### src/rtl/hazard_ctrl_unit.sv
// Hazard detection and pipeline control for the MIPS-subset pipeline: decodes the ID
// instruction, tracks in-flight destinations EX..WB and drives stall, bubble and forwarding.
module hazard_ctrl_unit #(
    parameter int DEPTH       = 3,
    parameter int FWD_EN      = 0,
    parameter int RF_WR_FIRST = 1,
    parameter int CNT_W       = 16,
    parameter int SEL_W       = 2
) (
    input  logic             clk,
    input  logic             rst,
    input  logic [31:0]      id_instr,
    input  logic             id_valid,
    input  logic             flush,
    output logic             stall,
    output logic             wpcir,
    output logic             idex_bubble,
    output logic [SEL_W-1:0] fwd_a,
    output logic [SEL_W-1:0] fwd_b,
    output logic [CNT_W-1:0] stall_cnt
);

    localparam int WIN = DEPTH - RF_WR_FIRST;

    logic [5:0] op;
    logic [5:0] func;
    logic [4:0] rs;
    logic [4:0] rt;
    logic [4:0] rd;

    assign op   = id_instr[31:26];
    assign rs   = id_instr[25:21];
    assign rt   = id_instr[20:16];
    assign rd   = id_instr[15:11];
    assign func = id_instr[5:0];

    logic unused_instr_bits;
    assign unused_instr_bits = ^{id_instr[10:6], func[1:0]};

    logic       dec_has_dst;
    logic [4:0] dec_dst;
    logic       dec_use_rs;
    logic       dec_use_rt;
    logic       dec_is_load;
    logic       dec_vld;

    always_comb begin
        dec_has_dst = 1'b0;
        dec_dst     = 5'd0;
        dec_use_rs  = 1'b0;
        dec_use_rt  = 1'b0;
        dec_is_load = 1'b0;
        if (id_valid) begin
            case (op)
                6'b000000: begin
                    dec_has_dst = 1'b1;
                    dec_dst     = rd;
                    dec_use_rt  = 1'b1;
                    // shifts take their operand from rt only
                    dec_use_rs  = (func[5:2] != 4'b0000);
                end
                6'b100011: begin
                    dec_has_dst = 1'b1;
                    dec_dst     = rt;
                    dec_use_rs  = 1'b1;
                    dec_is_load = 1'b1;
                end
                6'b101011, 6'b000100: begin
                    dec_use_rs = 1'b1;
                    dec_use_rt = 1'b1;
                end
                6'b001000, 6'b001100, 6'b001101: begin
                    dec_has_dst = 1'b1;
                    dec_dst     = rt;
                    dec_use_rs  = 1'b1;
                end
                default: ;
            endcase
        end
        dec_vld = dec_has_dst && (dec_dst != 5'd0);
    end

    // Scoreboard index 0 is stage 1 (EX).
    logic [DEPTH-1:0] sb_vld_q;
    logic [DEPTH-1:0] sb_vld_d;
    logic [DEPTH-1:0] sb_ld_q;
    logic [DEPTH-1:0] sb_ld_d;
    logic [4:0]       sb_dst_q [DEPTH];
    logic [4:0]       sb_dst_d [DEPTH];
    logic [CNT_W-1:0] cnt_q;
    logic [CNT_W-1:0] cnt_d;

    logic [DEPTH-1:0] match_a;
    logic [DEPTH-1:0] match_b;
    logic [SEL_W-1:0] sel_a;
    logic [SEL_W-1:0] sel_b;
    logic             stall_raw;

    always_comb begin
        match_a = '0;
        match_b = '0;
        sel_a   = '0;
        sel_b   = '0;
        for (int k = 0; k < DEPTH; k++) begin
            if (k < WIN) begin
                match_a[k] = dec_use_rs && (rs != 5'd0) && sb_vld_q[k] && (sb_dst_q[k] == rs);
                match_b[k] = dec_use_rt && (rt != 5'd0) && sb_vld_q[k] && (sb_dst_q[k] == rt);
            end
        end
        // scan oldest to youngest so the youngest matching stage overwrites
        for (int k = DEPTH - 1; k >= 0; k--) begin
            if (match_a[k]) sel_a = SEL_W'(k + 1);
            if (match_b[k]) sel_b = SEL_W'(k + 1);
        end
        if (FWD_EN != 0) stall_raw = (match_a[0] | match_b[0]) & sb_ld_q[0];
        else             stall_raw = |(match_a | match_b);
    end

    always_comb begin
        stall       = stall_raw & ~flush & ~rst;
        wpcir       = ~stall;
        idex_bubble = (stall | flush) & ~rst;
        fwd_a       = '0;
        fwd_b       = '0;
        if ((FWD_EN != 0) && !stall && !rst) begin
            fwd_a = sel_a;
            fwd_b = sel_b;
        end
    end

    always_comb begin
        sb_vld_d[0] = dec_vld && !(stall || flush);
        sb_ld_d[0]  = dec_is_load && !(stall || flush);
        sb_dst_d[0] = dec_dst;
        for (int k = 1; k < DEPTH; k++) begin
            sb_vld_d[k] = sb_vld_q[k-1];
            sb_ld_d[k]  = sb_ld_q[k-1];
            sb_dst_d[k] = sb_dst_q[k-1];
        end
        cnt_d = cnt_q;
        if (stall && (cnt_q != {CNT_W{1'b1}})) cnt_d = cnt_q + 1'b1;
    end

    always_ff @(posedge clk) begin
        if (rst) begin
            sb_vld_q <= '0;
            sb_ld_q  <= '0;
            for (int k = 0; k < DEPTH; k++) sb_dst_q[k] <= 5'd0;
            cnt_q    <= '0;
        end else begin
            sb_vld_q <= sb_vld_d;
            sb_ld_q  <= sb_ld_d;
            for (int k = 0; k < DEPTH; k++) sb_dst_q[k] <= sb_dst_d[k];
            cnt_q    <= cnt_d;
        end
    end

    assign stall_cnt = cnt_q;

endmodule

### config.mk
export PLATFORM = sky130hd
export DESIGN_NAME = hazard_ctrl_unit
export DESIGN_NICKNAME = d
export VERILOG_FILES = /design/src/rtl/hazard_ctrl_unit.sv
export SDC_FILE = /design/constraint.sdc
export NUM_CORES = 1
export LEC_CHECK = 0
export BUFFER_PORTS_ARGS = -buffer_cell sky130_fd_sc_hd__buf_2
export CAP_MARGIN = 20
export CORE_ASPECT_RATIO = 1.25
export CORE_MARGIN = 2
export CORE_UTILIZATION = 45
export CTS_CLUSTER_SIZE = 25
export DETAILED_ROUTE_END_ITERATION = 12
export MAX_ROUTING_LAYER = met4
export PLACE_DENSITY = 0.74
export SETUP_SLACK_MARGIN = 0.1
export SKIP_CTS_REPAIR_TIMING = 1
export SYNTH_ARGS = -nofsm -noshare
export SYNTH_HDL_FRONTEND = slang
export SYNTH_SLANG_ARGS = --single-unit
### constraint.sdc
create_clock -name clk -period 2.1 [get_ports clk]
set_input_delay 0.105 -clock clk [delete_from_list [all_inputs] [get_ports clk]]
set_output_delay 0.105 -clock clk [all_outputs]
set_load 0.02 [all_outputs]
==> key figures <==
Synthesis
  – Mapped Cells: around 190
  – Synth Warn #: 0
  – Post-synth EDFFs: 0
  – Post-synthesis simple-gate area fraction: approximately 30%
  – Post-Synth Adder-Cell Area: less than 1%
  – Distinct cells, synth: 41
  – Mapped Avg Cell Area: approximately 8.4 sq um
  – Sequential area share after synthesis: about a third
  – Post-Syn Area: around 0.0016 sq mm
  – FF+latch count, synth: 28
  – Most frequent cell after synthesis: dfxtp_1
  – Most instantiated cells after synthesis: dfxtp_1 (28), xnor2_1 (20), nor2_1 (16)
  – Synth top area share: approximately 34%
  – Synth Flop Type: dfxtp_1
  – Top cells by area, synth: dfxtp_1 (34%), xnor2_1 (11%), a21oi_1 (4.6%)
  – Leading area contributor after synthesis: dfxtp_1
  – Post-synthesis mux area share: less than 1%
  – Synth Area in XOR/XNOR: 10.7%
  – Largest family of logic cells by synthesized area: simple AND/OR/NAND/NOR gates
  – Async set or reset register ratio after synthesis: 0%
  – Compound-Gate Fraction of Synth Area: between 15 and 20%

GRT
  – Overflow after GRT: 0
  – Total track usage: a little over a fifth
  – Largest net degree at the start of global routing: 25
  – Number of global-route vias before repair: ~1,600
  – Initial antenna violation count: 0
  – First-pass GRT wire length: ~6700 um

Floorplanning
  – Die height: a little over 70 um
  – IO Count: 59
  – Die W: a little under 60 um
  – Row Count: 24
  – Core area: roughly 0.0035 sq mm
  – Starting density of the core: 46.9%
  – Die area: 0.00413 sq mm

CTS
  – CTS Buf Count: 3
  – CTS max path bufs: 2
  – CTS root buf: clkbuf_8
  – CTS sink count: 28
  – Worst skew pair latency: between 0.2 and 0.3 ns
  – Clock transition at path regs: roughly 0.1 ns
  – TritonCTS clock tree: yes
  – H-tree level count: 1

Detailed routing
  – Final ANT Viol Nets: 0
  – Drt total wl: 4490 um
  – WL/cell: about 15 um
  – Vias per cell: 5.88
  – Vias post-DR: ~1,800
  – Detailed router's first-iteration violation count: a little under 50
  – Drt first pass iters: 4
  – # DRC: 0

Timing
  – Hold WS: 0.0885 ns
  – RSZ-0062 raised after global routing: true
  – Min Tclk post-route: approximately 2 ns
  – Endpoints failing setup: 0
  – Final worst-path cycle share: ~95%
  – Max Clk Rate: roughly 500 MHz
  – Hold Fails Final Rpt: 0
  – Max Slew Vio Count: 0
  – Setup TNS: 0 ns
  – Worst Skew: about 0.0038 ns

Placement
  – Placed Cells incl. Taps: 288
  – IO buf count: 47
  – Post-DP HPWL: between 3000 and 4000 um
  – GP Congestion: approximately 0.87

Worst setup path
  – Critical-path cell list: buf_2, or4_4, nor4_2, a2111o_1, buf_4, a32oi_2, or4_1, a21oi_1
  – Max FO, Critical Path: 9
  – Buffers and inverters on the worst path: 2
  – Critical path's top delay family: simple AND/OR/NAND/NOR gates
  – Crit Path Class: in -> reg
  – Critical Path AT: approximately 2.2 ns
  – Crit-path max cell delay: approximately 0.56 ns
  – Slowest CP cell: or4_4
  – Crit path required time: approximately 2.3 ns
  – Crit start category: primary input
  – Endpoint type of the worst setup path: flop

Pwr
  – Peak supply drop: around 0.41 mV
  – Leak pwr: approximately 0.85 nW
  – Power per cell area: between 400 and 500 mW/mm^2

Final layout
  – Layout Cells excl Fill: around 300
  – Antenna diodes: 0
  – Area delta synth->final: 35.6%
  – Final nets: 297
  – Share of layout cells above drive strength 1: about 38%
  – Fin util: between 60% and 70%

Status
  – Status: finished clean

Hold path
  – Worst hold-check path type: in -> reg

Job
  – Max-cap violations: 0
==> state kept, by name, summed over array words and instances, names as in the netlist <==
name       cells
stall_cnt     16
sb_dst_q      10
sb_vld_q       2
==> through the flow <==
stage / area [sq um] / total power, mW / setup WS (ns)
6_report: 2210 / 1.09 / 0.0959
2_1_floorplan: 1650 / 0.605 / 0.209
3_5_place_dp: 1980 / 0.659 / -0.127
3_3_place_gp: 1980 / 0.658 / -0.0860
4_1_cts: 2050 / 1.08 / -0.0606
5_1_grt: 2210 / 1.12 / -0.00810
==> report_power, final <==
part / total, mW / leakage (nW) / switching, mW / internal [mW]
clock network: 0.425 / 0.0357 / 0.170 / 0.255
registers: 0.534 / 0.230 / 0.00159 / 0.532
logic: 0.126 / 0.583 / 0.0682 / 0.0580
==> logic make-up (layout without fill, tap and decap cells) <==
family                   count (synthesis)  count (layout)
AO/OA/AOI/OAI                           46              47
other                                    1               4
multiplexers                             1               1
AND/OR/NAND/NOR                         86              86
flip-flops                              28              28
adder cells (fa/ha/maj)                  1               1
XOR/XNOR                                20              20
buffers and inverters                   11              72
==> path summary, 6_finish.rpt <==
kind / from / to / slack [ns] / cells after the start
hold / removal: id_instr[13] / sb_dst_q[0][2] / 0.09 / 3
setup / recovery: id_instr[26] / stall_cnt[8] / 0.1 / 8
setup reg to reg: sb_dst_q[0][4] / stall_cnt[8] / 0.11 / 7
hold reg to reg: sb_dst_q[0][3] / sb_dst_q[0][8] / 0.50 / 1
==> cells in the final DEF, fill, tap and decap left out, types with 3 or more instances in the layout <==
| cell type | instances |
|---|---|
| buf_2 | 44 |
| buf_4 | 19 |
| dfxtp_1 | 19 |
| xnor2_1 | 18 |
| nor2_1 | 15 |
| a21oi_1 | 13 |
| nand2_1 | 12 |
| nand4_1 | 11 |
| nor2b_1 | 9 |
| dfxtp_2 | 9 |
| or4_1 | 8 |
| o31ai_1 | 7 |
| o21ai_0 | 6 |
| or3_1 | 6 |
| and3_1 | 5 |
| a22oi_1 | 5 |
| conb_1 | 4 |
| nor3_1 | 3 |
| nand3_1 | 3 |
| o21ai_1 | 3 |
| clkbuf_8 | 3 |
| buf_6 | 3 |
==> worst min-delay path, cell delays in order <==
cell and delay (ns):
buf_2 0.09, a22oi_1 0.07, nor2_1 0.07
==> routing by layer <==
layer | up-vias | part of all wire (%) | global-route usage, %
met5 | - | 0 | -
met4 | 0 | 0.96 | 4.39
met3 | 6 | 4.2 | 2.89
met2 | 48 | 55 | 40.3
met1 | 843 | 39 | 22.1
li1 | 855 | - | -
==> final cells by class <==
class / count / area, sq um
clock inverter: 1 / 30.0
sequential: 28 / 572
fill: 314 / 1270
multi-input combinational: 159 / 1120
inverter: 2 / 7.51
clock buffer: 3 / 41.3
tap: 39 / 48.8
timing repair buffer: 66 / 397
Power figures use the tool's default switching activity.
